<file path="config.mk">
export PLATFORM = sky130hd
export DESIGN_NAME = axi4_lite_slave_regs
export DESIGN_NICKNAME = d
export VERILOG_FILES = /design/src/rtl/axi4_lite_slave_regs_pkg.sv /design/src/rtl/axi4_lite_slave_wr_ctrl.sv /design/src/rtl/axi4_lite_slave_regs.sv
export SDC_FILE = /design/constraint.sdc
export NUM_CORES = 1
export LEC_CHECK = 0
export CAP_MARGIN = 5
export CORE_MARGIN = 2
export CORE_UTILIZATION = 51
export CTS_CLUSTER_DIAMETER = 200
export DETAILED_ROUTE_END_ITERATION = 7
export PLACE_DENSITY = 0.81
export SKIP_LAST_GASP = 1
export SYNTH_ARGS = -nofsm -noshare
export SYNTH_HDL_FRONTEND = slang
export SYNTH_SLANG_ARGS = --single-unit
</file>
<file path="constraint.sdc">
create_clock -name clk -period 22.4 [get_ports clk]
set_input_delay 3.36 -clock clk [delete_from_list [all_inputs] [get_ports clk]]
set_output_delay 3.36 -clock clk [all_outputs]
set_load 0.1 [all_outputs]
</file>
<file path="src/rtl/axi4_lite_slave_regs_pkg.sv">
// Shared definitions for the AXI4-Lite slave register bank: response codes,
// write/read FSM state types and the byte-strobe merge helper.
package axi4_lite_pkg;

  localparam logic [1:0] RESP_OKAY   = 2'b00;
  localparam logic [1:0] RESP_SLVERR = 2'b10;

  typedef enum logic [1:0] {
    W_IDLE,
    W_WAIT_DATA,
    W_WAIT_ADDR,
    W_RESP
  } wr_state_e;

  typedef enum logic {
    R_IDLE,
    R_RESP
  } rd_state_e;

  function automatic logic [31:0] strb_merge(input logic [31:0] old_v,
                                             input logic [31:0] new_v,
                                             input logic [3:0]  strb);
    logic [31:0] res;
    for (int unsigned b = 0; b < 4; b++)
      res[8*b +: 8] = strb[b] ? new_v[8*b +: 8] : old_v[8*b +: 8];
    return res;
  endfunction

endpackage

</file>
<file path="src/rtl/axi4_lite_slave_wr_ctrl.sv">
// AXI4-Lite write-channel FSM: accepts AW and W in either order, then emits
// a one-cycle commit with the decoded index, data, strobes and in-range flag.
module axi4_lite_slave_wr_ctrl
  import axi4_lite_pkg::*;
#(
  parameter int unsigned ADDR_WIDTH = 8,
  parameter int unsigned NB_REG     = 16
) (
  input  logic                  clk,
  input  logic                  rst,
  input  logic [ADDR_WIDTH-1:0] i_awaddr,
  input  logic                  i_awvalid,
  output logic                  o_awready,
  input  logic [31:0]           i_wdata,
  input  logic [3:0]            i_wstrb,
  input  logic                  i_wvalid,
  output logic                  o_wready,
  output logic [1:0]            o_bresp,
  output logic                  o_bvalid,
  input  logic                  i_bready,
  output logic                  o_commit,
  output logic [ADDR_WIDTH-3:0] o_index,
  output logic [31:0]           o_data,
  output logic [3:0]            o_strb,
  output logic                  o_okay
);

  wr_state_e             r_state;
  logic                  r_awready;
  logic                  r_wready;
  logic                  r_bvalid;
  logic [1:0]            r_bresp;
  logic [ADDR_WIDTH-3:0] r_index;
  logic [31:0]           r_data;
  logic [3:0]            r_strb;

  logic                  w_aw_hs;
  logic                  w_w_hs;
  logic [1:0]            w_resp;
  logic                  w_unused_addr;

  assign w_aw_hs       = i_awvalid & r_awready;
  assign w_w_hs        = i_wvalid & r_wready;
  assign w_unused_addr = ^i_awaddr[1:0];

  // Commit-cycle operands come from the live bus or from whichever half was latched earlier.
  always_comb begin
    o_index  = (r_state == W_WAIT_DATA) ? r_index : i_awaddr[ADDR_WIDTH-1:2];
    o_data   = (r_state == W_WAIT_ADDR) ? r_data  : i_wdata;
    o_strb   = (r_state == W_WAIT_ADDR) ? r_strb  : i_wstrb;
    o_okay   = ({2'b00, o_index} < ADDR_WIDTH'(NB_REG));
    w_resp   = o_okay ? RESP_OKAY : RESP_SLVERR;
    o_commit = 1'b0;
    unique case (r_state)
      W_IDLE:      o_commit = w_aw_hs & w_w_hs;
      W_WAIT_DATA: o_commit = w_w_hs;
      W_WAIT_ADDR: o_commit = w_aw_hs;
      default:     o_commit = 1'b0;
    endcase
  end

  always_ff @(posedge clk or posedge rst) begin
    if (rst) begin
      r_state   <= W_IDLE;
      r_awready <= 1'b1;
      r_wready  <= 1'b1;
      r_bvalid  <= 1'b0;
      r_bresp   <= RESP_OKAY;
      r_index   <= '0;
      r_data    <= '0;
      r_strb    <= '0;
    end else begin
      unique case (r_state)
        W_IDLE, W_WAIT_DATA, W_WAIT_ADDR: begin
          if (o_commit) begin
            r_state   <= W_RESP;
            r_awready <= 1'b0;
            r_wready  <= 1'b0;
            r_bvalid  <= 1'b1;
            r_bresp   <= w_resp;
          end else if (r_state == W_IDLE && w_aw_hs) begin
            r_state   <= W_WAIT_DATA;
            r_awready <= 1'b0;
            r_index   <= i_awaddr[ADDR_WIDTH-1:2];
          end else if (r_state == W_IDLE && w_w_hs) begin
            r_state   <= W_WAIT_ADDR;
            r_wready  <= 1'b0;
            r_data    <= i_wdata;
            r_strb    <= i_wstrb;
          end
        end
        W_RESP: begin
          if (i_bready) begin
            r_state   <= W_IDLE;
            r_awready <= 1'b1;
            r_wready  <= 1'b1;
            r_bvalid  <= 1'b0;
          end
        end
        default: r_state <= W_IDLE;
      endcase
    end
  end

  assign o_awready = r_awready;
  assign o_wready  = r_wready;
  assign o_bvalid  = r_bvalid;
  assign o_bresp   = r_bresp;

endmodule

</file>
<file path="src/rtl/axi4_lite_slave_regs.sv">
// AXI4-Lite slave holding NB_REG 32-bit control registers with OKAY/SLVERR decode.
// Optional macro AXI4_LITE_SLAVE_WR_PULSE_EN adds o_wr_pulse, one cycle per OKAY commit.
module axi4_lite_slave_regs
  import axi4_lite_pkg::*;
#(
  parameter int unsigned ADDR_WIDTH = 8,
  parameter int unsigned NB_REG     = 16,
  parameter logic [31:0] RST_VALUE  = 32'h0000_0000
) (
  input  logic                   clk,
  input  logic                   rst,
  input  logic [ADDR_WIDTH-1:0]  s_awaddr,
  input  logic                   s_awvalid,
  output logic                   s_awready,
  input  logic [31:0]            s_wdata,
  input  logic [3:0]             s_wstrb,
  input  logic                   s_wvalid,
  output logic                   s_wready,
  output logic [1:0]             s_bresp,
  output logic                   s_bvalid,
  input  logic                   s_bready,
  input  logic [ADDR_WIDTH-1:0]  s_araddr,
  input  logic                   s_arvalid,
  output logic                   s_arready,
  output logic [31:0]            s_rdata,
  output logic [1:0]             s_rresp,
  output logic                   s_rvalid,
  input  logic                   s_rready,
`ifdef AXI4_LITE_SLAVE_WR_PULSE_EN
  output logic [NB_REG-1:0]      o_wr_pulse,
`endif
  output logic [NB_REG*32-1:0]   o_regs
);

  logic [31:0]           r_regs [NB_REG];
  rd_state_e             r_rstate;
  logic                  r_arready;
  logic                  r_rvalid;
  logic [31:0]           r_rdata;
  logic [1:0]            r_rresp;

  logic                  w_commit;
  logic [ADDR_WIDTH-3:0] w_wr_index;
  logic [31:0]           w_wr_data;
  logic [3:0]            w_wr_strb;
  logic                  w_wr_okay;
  logic [ADDR_WIDTH-3:0] w_ar_index;
  logic                  w_ar_okay;
  logic [31:0]           w_rd_val;
  logic                  w_unused_araddr;

  axi4_lite_slave_wr_ctrl #(
    .ADDR_WIDTH (ADDR_WIDTH),
    .NB_REG     (NB_REG)
  ) u_wr_ctrl (
    .clk       (clk),
    .rst       (rst),
    .i_awaddr  (s_awaddr),
    .i_awvalid (s_awvalid),
    .o_awready (s_awready),
    .i_wdata   (s_wdata),
    .i_wstrb   (s_wstrb),
    .i_wvalid  (s_wvalid),
    .o_wready  (s_wready),
    .o_bresp   (s_bresp),
    .o_bvalid  (s_bvalid),
    .i_bready  (s_bready),
    .o_commit  (w_commit),
    .o_index   (w_wr_index),
    .o_data    (w_wr_data),
    .o_strb    (w_wr_strb),
    .o_okay    (w_wr_okay)
  );

  always_ff @(posedge clk or posedge rst) begin
    if (rst) begin
      for (int unsigned k = 0; k < NB_REG; k++) r_regs[k] <= RST_VALUE;
    end else if (w_commit && w_wr_okay) begin
      for (int unsigned k = 0; k < NB_REG; k++)
        if (w_wr_index == (ADDR_WIDTH-2)'(k))
          r_regs[k] <= strb_merge(r_regs[k], w_wr_data, w_wr_strb);
    end
  end

  assign w_ar_index      = s_araddr[ADDR_WIDTH-1:2];
  assign w_ar_okay       = ({2'b00, w_ar_index} < ADDR_WIDTH'(NB_REG));
  assign w_unused_araddr = ^s_araddr[1:0];

  // Out-of-range indices match no register, so the read value falls back to zero.
  always_comb begin
    w_rd_val = '0;
    for (int unsigned k = 0; k < NB_REG; k++)
      if (w_ar_index == (ADDR_WIDTH-2)'(k)) w_rd_val = r_regs[k];
  end

  always_ff @(posedge clk or posedge rst) begin
    if (rst) begin
      r_rstate  <= R_IDLE;
      r_arready <= 1'b1;
      r_rvalid  <= 1'b0;
      r_rdata   <= '0;
      r_rresp   <= RESP_OKAY;
    end else begin
      unique case (r_rstate)
        R_IDLE: begin
          if (s_arvalid) begin
            r_rstate  <= R_RESP;
            r_arready <= 1'b0;
            r_rvalid  <= 1'b1;
            r_rdata   <= w_rd_val;
            r_rresp   <= w_ar_okay ? RESP_OKAY : RESP_SLVERR;
          end
        end
        R_RESP: begin
          if (s_rready) begin
            r_rstate  <= R_IDLE;
            r_arready <= 1'b1;
            r_rvalid  <= 1'b0;
          end
        end
        default: r_rstate <= R_IDLE;
      endcase
    end
  end

  assign s_arready = r_arready;
  assign s_rvalid  = r_rvalid;
  assign s_rdata   = r_rdata;
  assign s_rresp   = r_rresp;

  always_comb begin
    o_regs = '0;
    for (int unsigned k = 0; k < NB_REG; k++) o_regs[32*k +: 32] = r_regs[k];
  end

`ifdef AXI4_LITE_SLAVE_WR_PULSE_EN
  logic [NB_REG-1:0] r_wr_pulse;

  always_ff @(posedge clk or posedge rst) begin
    if (rst) begin
      r_wr_pulse <= '0;
    end else begin
      for (int unsigned k = 0; k < NB_REG; k++)
        r_wr_pulse[k] <= w_commit & w_wr_okay & (w_wr_index == (ADDR_WIDTH-2)'(k));
    end
  end

  assign o_wr_pulse = r_wr_pulse;
`endif

endmodule

</file>
==> run_summary.xml, run 1 <==
<?xml version="1.0" encoding="UTF-8"?>
<metrics>
  <group name="synthesis">
    <metric name="synth_top_flop_cell" unit="">sky130_fd_sc_hd__dfrtp_1</metric>
    <metric name="synth_top_area_share" unit="%">53.5</metric>
    <metric name="yosys-top-cells-area" unit="">sky130_fd_sc_hd__dfrtp_1, sky130_fd_sc_hd__mux2_2, sky130_fd_sc_hd__a21oi_1</metric>
    <metric name="share_of_flip_flops_with_an_asynchronous_set_or_reset" unit="%">100</metric>
    <metric name="leading_area_contributor_after_synthesis" unit="">sky130_fd_sc_hd__dfrtp_1</metric>
    <metric name="ys_warn_count" unit="">0</metric>
    <metric name="mean_cell_area_of_the_mapped_netlist" unit="um2">10.7</metric>
    <metric name="ys_seq_area_share" unit="%">53.8</metric>
    <metric name="postSynthRegisterBits" unit="">596</metric>
    <metric name="synthCells" unit="">2585</metric>
    <metric name="syn-cell-area" unit="um2">27700</metric>
    <metric name="post_synth_num_cell_types" unit="">78</metric>
    <metric name="synth_edf_count" unit="">0</metric>
  </group>
  <group name="worst_setup_path">
    <metric name="endpoint_kind" unit="">register</metric>
    <metric name="critical_path_rt" unit="ps">22920</metric>
    <metric name="cp-startpoint" unit="">s_araddr[3]</metric>
    <metric name="cp.arrival" unit="ps">7190</metric>
    <metric name="critPathMaxFanout" unit="">40</metric>
    <metric name="rr_startpoint" unit="">u_wr_ctrl.r_state[1]</metric>
    <metric name="timing.setup.critical_path_class" unit="">primary input to register</metric>
    <metric name="startpoint_type" unit="">primary input</metric>
  </group>
  <group name="final_layout">
    <metric name="area_delta_synth_final" unit="%">30.9</metric>
    <metric name="final_area" unit="um2">36300</metric>
    <metric name="fillCellCount" unit="">3904</metric>
    <metric name="layout-drive-gt1-share" unit="%">16.0</metric>
    <metric name="instances_no_fill" unit="">3853</metric>
    <metric name="mostFrequentLayoutCell" unit="">sky130_fd_sc_hd__clkdlybuf4s50_1</metric>
    <metric name="finish.net_count" unit="">3157</metric>
    <metric name="layout.cells.most_common_list" unit="">sky130_fd_sc_hd__clkdlybuf4s50_1, sky130_fd_sc_hd__dfrtp_1, sky130_fd_sc_hd__nor2_1, sky130_fd_sc_hd__a21oi_1, sky130_fd_sc_hd__mux2_2</metric>
  </group>
  <group name="sta">
    <metric name="number_of_pins_exceeding_their_max_slew_limit_in_the_final_report" unit="">0</metric>
    <metric name="max_clock_freq" unit="GHz">0.150</metric>
    <metric name="hold_viol" unit="">0</metric>
    <metric name="fin_worst_hold_slack" unit="ps">487</metric>
    <metric name="grt_setup_unrepaired" unit="">no</metric>
    <metric name="worstMarginPinSlew" unit="ps">1470</metric>
    <metric name="report.final.setup_viol" unit="">0</metric>
    <metric name="final.setup.tns" unit="ps">0</metric>
    <metric name="period_share" unit="%">29.8</metric>
    <metric name="period_needed" unit="ps">6670</metric>
    <metric name="slew_headroom" unit="%">1.40</metric>
    <metric name="clock_skew" unit="ps">39.1</metric>
  </group>
  <group name="clock_tree">
    <metric name="root_buffer_master" unit="">sky130_fd_sc_hd__clkbuf_16</metric>
    <metric name="tritoncts_clock_tree" unit="">built</metric>
    <metric name="clock_tree.htree_level_count" unit="">2</metric>
    <metric name="cts_setup_buffers" unit="">0</metric>
    <metric name="cts_resized" unit="">0</metric>
    <metric name="cts-hold-fix-buffers" unit="">0</metric>
    <metric name="cts.reportedPaths.clkPinSlew" unit="ps">60</metric>
    <metric name="clock_path_buffers" unit="">3</metric>
    <metric name="tritoncts.num_buffers" unit="">60</metric>
    <metric name="worstSkewPairLatency" unit="ps">660</metric>
    <metric name="clock_tree_sinks" unit="">596</metric>
  </group>
  <group name="global_route">
    <metric name="antenna_violations_before_repair" unit="">10</metric>
    <metric name="vias_in_the_first_global_route" unit="">25100</metric>
    <metric name="grt_use_total" unit="%">41.3</metric>
    <metric name="grt_pass1_wl" unit="um">170000</metric>
    <metric name="grt_start_max_net_pins" unit="">135</metric>
    <metric name="gr-total-overflow" unit="">0</metric>
  </group>
  <group name="run_status">
    <metric name="status" unit="">complete, no violations</metric>
  </group>
  <group name="placement">
    <metric name="gp_congestion" unit="">0.968</metric>
    <metric name="port_buffers" unit="">605</metric>
    <metric name="detailedPlacementHpwl" unit="um">82300</metric>
    <metric name="placement.cell_area" unit="um2">34100</metric>
    <metric name="numPlacedInstances" unit="">3729</metric>
  </group>
  <group name="run">
    <metric name="drv_cap" unit="">0</metric>
  </group>
  <group name="routing">
    <metric name="finalWirelength" unit="um">118000</metric>
    <metric name="via_per_inst" unit="">6.58</metric>
    <metric name="remaining_drc_errors" unit="">0</metric>
    <metric name="drt_iter0_markers" unit="">2913</metric>
    <metric name="firstDrtPassIters" unit="">6</metric>
    <metric name="drt-wirelength-per-cell" unit="um">30.7</metric>
    <metric name="routed-via-count" unit="">25400</metric>
    <metric name="drtAntennaViolNets" unit="">0</metric>
  </group>
  <group name="floorplanning">
    <metric name="core_region_area" unit="um2">53800</metric>
    <metric name="die_extent_in_x" unit="um">237</metric>
    <metric name="die_area" unit="um2">56300</metric>
    <metric name="die-height" unit="um">237</metric>
    <metric name="number_of_standard_cell_rows_in_the_floorplan" unit="">85</metric>
    <metric name="floorplan.initialDensity" unit="%">51.6</metric>
    <metric name="io_pins" unit="">612</metric>
  </group>
  <group name="hold_path">
    <metric name="hold_path_startpoint" unit="">s_arready</metric>
    <metric name="hold_path.class" unit="">register to register</metric>
  </group>
</metrics>
per-stage QoR:
stage	utilization (%)	setup slack, ps
5_1_grt	67.5	15180
6_report	67.5	15730
3_3_place_gp	63.4	15170
2_1_floorplan	-	2360
4_1_cts	67.4	15670
3_5_place_dp	63.4	15020
registers in the layout, summed over array words and instances, names as in the netlist:
register and flops:
u_wr_ctrl.r_strb 4, u_wr_ctrl.r_index 6, s_rvalid 1, u_wr_ctrl.o_bresp 1, u_wr_ctrl.o_bvalid 1, s_rresp 1
s_rdata 32, u_wr_ctrl.r_data 32, u_wr_ctrl.r_state 2, u_wr_ctrl.o_wready 1, u_wr_ctrl.o_awready 1, r_rstate 1
s_arready 1, o_regs 512
synth_stat cells, types with 4 or more instances:
library cell and count:
sky130_fd_sc_hd__inv_1 17, sky130_fd_sc_hd__o21ai_0 125, sky130_fd_sc_hd__clkbuf_1 97, sky130_fd_sc_hd__o21a_1 4, sky130_fd_sc_hd__buf_6 8, sky130_fd_sc_hd__o22ai_1 12
sky130_fd_sc_hd__clkbuf_2 14, sky130_fd_sc_hd__o31ai_1 4, sky130_fd_sc_hd__a211oi_1 17, sky130_fd_sc_hd__nor3_4 14, sky130_fd_sc_hd__nor2_1 413, sky130_fd_sc_hd__a221oi_1 33
sky130_fd_sc_hd__nand2_1 107, sky130_fd_sc_hd__a22oi_1 23, sky130_fd_sc_hd__buf_1 11, sky130_fd_sc_hd__nand2b_1 13, sky130_fd_sc_hd__mux2_2 247, sky130_fd_sc_hd__o2111ai_1 6
sky130_fd_sc_hd__and3_1 31, sky130_fd_sc_hd__a21oi_1 398, sky130_fd_sc_hd__a221o_1 11, sky130_fd_sc_hd__nor4_1 7, sky130_fd_sc_hd__dfrtp_1 593, sky130_fd_sc_hd__nand2_2 20
sky130_fd_sc_hd__buf_4 13, sky130_fd_sc_hd__nor2b_1 12, sky130_fd_sc_hd__o221ai_1 19, sky130_fd_sc_hd__mux4_2 36, sky130_fd_sc_hd__or3_1 18, sky130_fd_sc_hd__nand3_1 16
sky130_fd_sc_hd__mux2_1 5, sky130_fd_sc_hd__nor3_1 10, sky130_fd_sc_hd__o211ai_1 16, sky130_fd_sc_hd__mux2i_1 73, sky130_fd_sc_hd__a31oi_1 11, sky130_fd_sc_hd__nor2_4 5
sky130_fd_sc_hd__buf_2 60
critical path: stages:
cell	delay [ps]
sky130_fd_sc_hd__buf_4	500
sky130_fd_sc_hd__buf_4	670
sky130_fd_sc_hd__nand2b_2	880
sky130_fd_sc_hd__nor2_2	510
sky130_fd_sc_hd__a222oi_1	560
sky130_fd_sc_hd__o2111ai_1	250
sky130_fd_sc_hd__a221oi_1	310
sky130_fd_sc_hd__nor2_1	70
cell families after synthesis:
logic type | Yosys count | synth area share [%]
AOI/OAI and AO/OA | 715 | 15.1
other | 1 | 0.0135
muxes | 361 | 15.8
buffers and inverters | 221 | 3.72
and+or+nand+nor | 691 | 11.6
DFF | 596 | 53.8
layout make-up:
cell class | count | area, um2 | area share, %
timing repair buffer | 653 | 6410 | 17.6
multi-input combinational | 1769 | 11900 | 32.7
tap | 696 | 871 | 2.40
inverter | 18 | 75.1 | 0.207
clock buffer | 93 | 1840 | 5.06
sequential | 596 | 14900 | 41.1
antenna | 8 | 20.0 | 0.0551
clock inverter | 20 | 315 | 0.868
routing by layer:
metal | share of wire (%) | track usage, % | up-vias
li1 | - | - | 10300
met1 | 36 | 51.8 | 12500
met2 | 45 | 63.2 | 2013
met3 | 13 | 13.1 | 508
met4 | 7.1 | 24.5 | 2
met5 | 0.014 | 0 | -
worst paths after layout:
kind | endpoint | cells past startpoint | slack (ps)
max reg2reg | o_regs[411] | 6 | 18390
max in group asynchronous | o_regs[398] | 5 | 15790
min in group asynchronous | o_regs[379] | 2 | 3310
min reg2reg | s_arready | 2 | 490
min | s_arready | 2 | 490
max | s_rdata[12] | 8 | 15730
Power of run 1 is not shown: default switching activity piles up to over one toggle a cycle in this logic, so the estimate is an artifact.
==> run 2: changes to the inputs <==
clock period = 6.5 ns   (was 22.4 ns; I/O delays follow)
==> run 2 against run 1 <==
Compared with the run above: global-route usage about the same; design area shrank 0.24%; critical path depth did not move; non-clock buffer count grew 7; sequential cell count is the same; first-iteration DRC count rose by 21%; register-to-register slack worse by 16000 ps; largest cell class unchanged.
==> run_summary.xml, run 2 (synthesized netlist as in run 1, its figures left out) <==
<?xml version="1.0" encoding="UTF-8"?>
<metrics>
  <group name="sta">
    <metric name="hold_viol" unit="">0</metric>
    <metric name="grt_setup_unrepaired" unit="">no</metric>
    <metric name="report.final.setup_viol" unit="">0</metric>
    <metric name="number_of_pins_exceeding_their_max_slew_limit_in_the_final_report" unit="">0</metric>
    <metric name="worstMarginPinSlew" unit="ps">1290</metric>
    <metric name="final.setup.tns" unit="ps">0</metric>
    <metric name="period_share" unit="%">64.2</metric>
    <metric name="max_clock_freq" unit="GHz">0.240</metric>
    <metric name="period_needed" unit="ps">4170</metric>
    <metric name="slew_headroom" unit="%">11.6</metric>
    <metric name="clock_skew" unit="ps">17.4</metric>
    <metric name="fin_worst_hold_slack" unit="ps">497</metric>
  </group>
  <group name="final_layout">
    <metric name="largest_reg_flops" unit="">512</metric>
    <metric name="layout-drive-gt1-share" unit="%">15.9</metric>
    <metric name="layout.cells.most_common_list" unit="">sky130_fd_sc_hd__clkdlybuf4s50_1, sky130_fd_sc_hd__dfrtp_1, sky130_fd_sc_hd__nor2_1, sky130_fd_sc_hd__a21oi_1, sky130_fd_sc_hd__mux2_2</metric>
    <metric name="mostFrequentLayoutCell" unit="">sky130_fd_sc_hd__clkdlybuf4s50_1</metric>
    <metric name="final_core_utilization" unit="%">67.3</metric>
    <metric name="finish.net_count" unit="">3165</metric>
    <metric name="area_delta_synth_final" unit="%">30.6</metric>
  </group>
  <group name="clock_tree">
    <metric name="clock_tree.htree_level_count" unit="">2</metric>
    <metric name="cts_resized" unit="">0</metric>
    <metric name="cts-hold-fix-buffers" unit="">0</metric>
    <metric name="clock_path_buffers" unit="">3</metric>
    <metric name="worstSkewPairLatency" unit="ps">650</metric>
    <metric name="root_buffer_master" unit="">sky130_fd_sc_hd__clkbuf_16</metric>
    <metric name="tritoncts_clock_tree" unit="">built</metric>
    <metric name="tritoncts.num_buffers" unit="">61</metric>
    <metric name="cts_setup_buffers" unit="">0</metric>
    <metric name="clock_tree_sinks" unit="">596</metric>
    <metric name="cts.reportedPaths.clkPinSlew" unit="ps">60</metric>
  </group>
  <group name="worst_setup_path">
    <metric name="endpoint_kind" unit="">register</metric>
    <metric name="slowest_delay" unit="ps">1100</metric>
    <metric name="r2r_setup_slack" unit="ps">2410</metric>
    <metric name="critical_path_rt" unit="ps">7070</metric>
    <metric name="critPathTopFamily" unit="">simple AND/OR/NAND/NOR gates</metric>
    <metric name="cp.arrival" unit="ps">4750</metric>
    <metric name="critical_path.most_common_cell" unit="">sky130_fd_sc_hd__nor2_1</metric>
    <metric name="timing.setup.critical_path_class" unit="">primary input to register</metric>
    <metric name="rr_startpoint" unit="">u_wr_ctrl.r_state[1]</metric>
    <metric name="critical_path.reg2reg.endpoint" unit="">o_regs[414]</metric>
    <metric name="cell_breakdown_of_the_critical_path" unit="">clkdlybuf4s50_1 &gt; or4_1 &gt; nor2_1 &gt; buf_4 &gt; a222oi_1 &gt; o2111ai_1 &gt; a221oi_1 &gt; nor2_1</metric>
    <metric name="critPathSlowestCell" unit="">sky130_fd_sc_hd__or4_1</metric>
    <metric name="startpoint_type" unit="">primary input</metric>
    <metric name="crit_buf_inv" unit="">2</metric>
    <metric name="rr_worst_depth" unit="">6</metric>
    <metric name="critPathMaxFanout" unit="">17</metric>
  </group>
  <group name="hold_path">
    <metric name="hold_path_startpoint" unit="">s_arready</metric>
    <metric name="hold_path.class" unit="">register to register</metric>
    <metric name="min_delay_path_depth" unit="">2</metric>
    <metric name="hold-path-endpoint" unit="">s_arready</metric>
  </group>
  <group name="floorplanning">
    <metric name="floorplan.initialDensity" unit="%">51.6</metric>
    <metric name="number_of_standard_cell_rows_in_the_floorplan" unit="">85</metric>
    <metric name="die_area" unit="um2">56300</metric>
    <metric name="die-height" unit="um">237</metric>
    <metric name="core_region_area" unit="um2">53800</metric>
    <metric name="io_pins" unit="">612</metric>
    <metric name="die_extent_in_x" unit="um">237</metric>
  </group>
  <group name="routing">
    <metric name="drt-wirelength-per-cell" unit="um">30.7</metric>
    <metric name="firstDrtPassIters" unit="">8</metric>
    <metric name="routed-via-count" unit="">25400</metric>
    <metric name="finalWirelength" unit="um">118000</metric>
    <metric name="remaining_drc_errors" unit="">0</metric>
    <metric name="drt_iter0_markers" unit="">3514</metric>
    <metric name="drtAntennaViolNets" unit="">0</metric>
    <metric name="via_per_inst" unit="">6.61</metric>
  </group>
  <group name="global_route">
    <metric name="grt_start_max_net_pins" unit="">157</metric>
    <metric name="gr-total-overflow" unit="">0</metric>
    <metric name="grt_use_total" unit="%">41.4</metric>
    <metric name="grt_pass1_wl" unit="um">170000</metric>
    <metric name="antenna_violations_before_repair" unit="">12</metric>
    <metric name="vias_in_the_first_global_route" unit="">24800</metric>
  </group>
  <group name="placement">
    <metric name="detailedPlacementHpwl" unit="um">84000</metric>
    <metric name="gp_congestion" unit="">0.944</metric>
    <metric name="port_buffers" unit="">605</metric>
  </group>
  <group name="run_status">
    <metric name="status" unit="">complete, no violations</metric>
  </group>
  <group name="run">
    <metric name="drv_cap" unit="">0</metric>
  </group>
</metrics>
run 2: metrics by stage:
step / setup slack (ps) / std cells / instance area (um2)
floorplan: -2600 / 2586 / 27700
global placement: 1870 / 3738 / 34200
detailed placement: 1850 / 3738 / 34200
CTS: 2520 / 3844 / 36200
global route: 2250 / 3850 / 36200
finish: 2330 / 3852 / 36200
run 2: routing by layer:
metal	GRT usage (%)	share of wire (%)	vias to the layer above
met2	62.9	45	1982
met4	21.3	6.1	8
met3	14.1	13	475
met1	52.7	36	12600
li1	-	-	10300
met5	0	0.044	-
run 2: worst register-to-register path: stages, from the launching register on:
cell and delay, ps:
sky130_fd_sc_hd__dfrtp_1 580, sky130_fd_sc_hd__nand2b_1 580, sky130_fd_sc_hd__mux2i_1 400, sky130_fd_sc_hd__nor3_1 1040, sky130_fd_sc_hd__nand3_1 890, sky130_fd_sc_hd__nand2_1 320
sky130_fd_sc_hd__o21ai_0 120
run 2: cell type report:
cell class / instances / area, um2
antenna: 7 / 17.5
clock inverter: 14 / 178
clock buffer: 92 / 1830
fill: 3997 / 17600
tap: 696 / 871
multi-input combinational: 1769 / 11900
timing repair buffer: 660 / 6500
sequential: 596 / 14900
inverter: 18 / 71.3
run 2: how the worst max path moves through the flow:
stage	slack [ps]	to	from	cells after the start
2_1_floorplan	-2600	o_regs[0]	rst	1
3_3_place_gp	1870	s_rdata[12]	s_araddr[5]	8
3_5_place_dp	1850	s_rdata[12]	s_araddr[5]	8
4_1_cts	2520	s_rdata[12]	s_araddr[5]	8
5_1_grt	2250	s_rdata[12]	s_araddr[5]	8
6_report	2330	s_rdata[12]	s_araddr[5]	8
Power of run 2 is left out for the same reason.
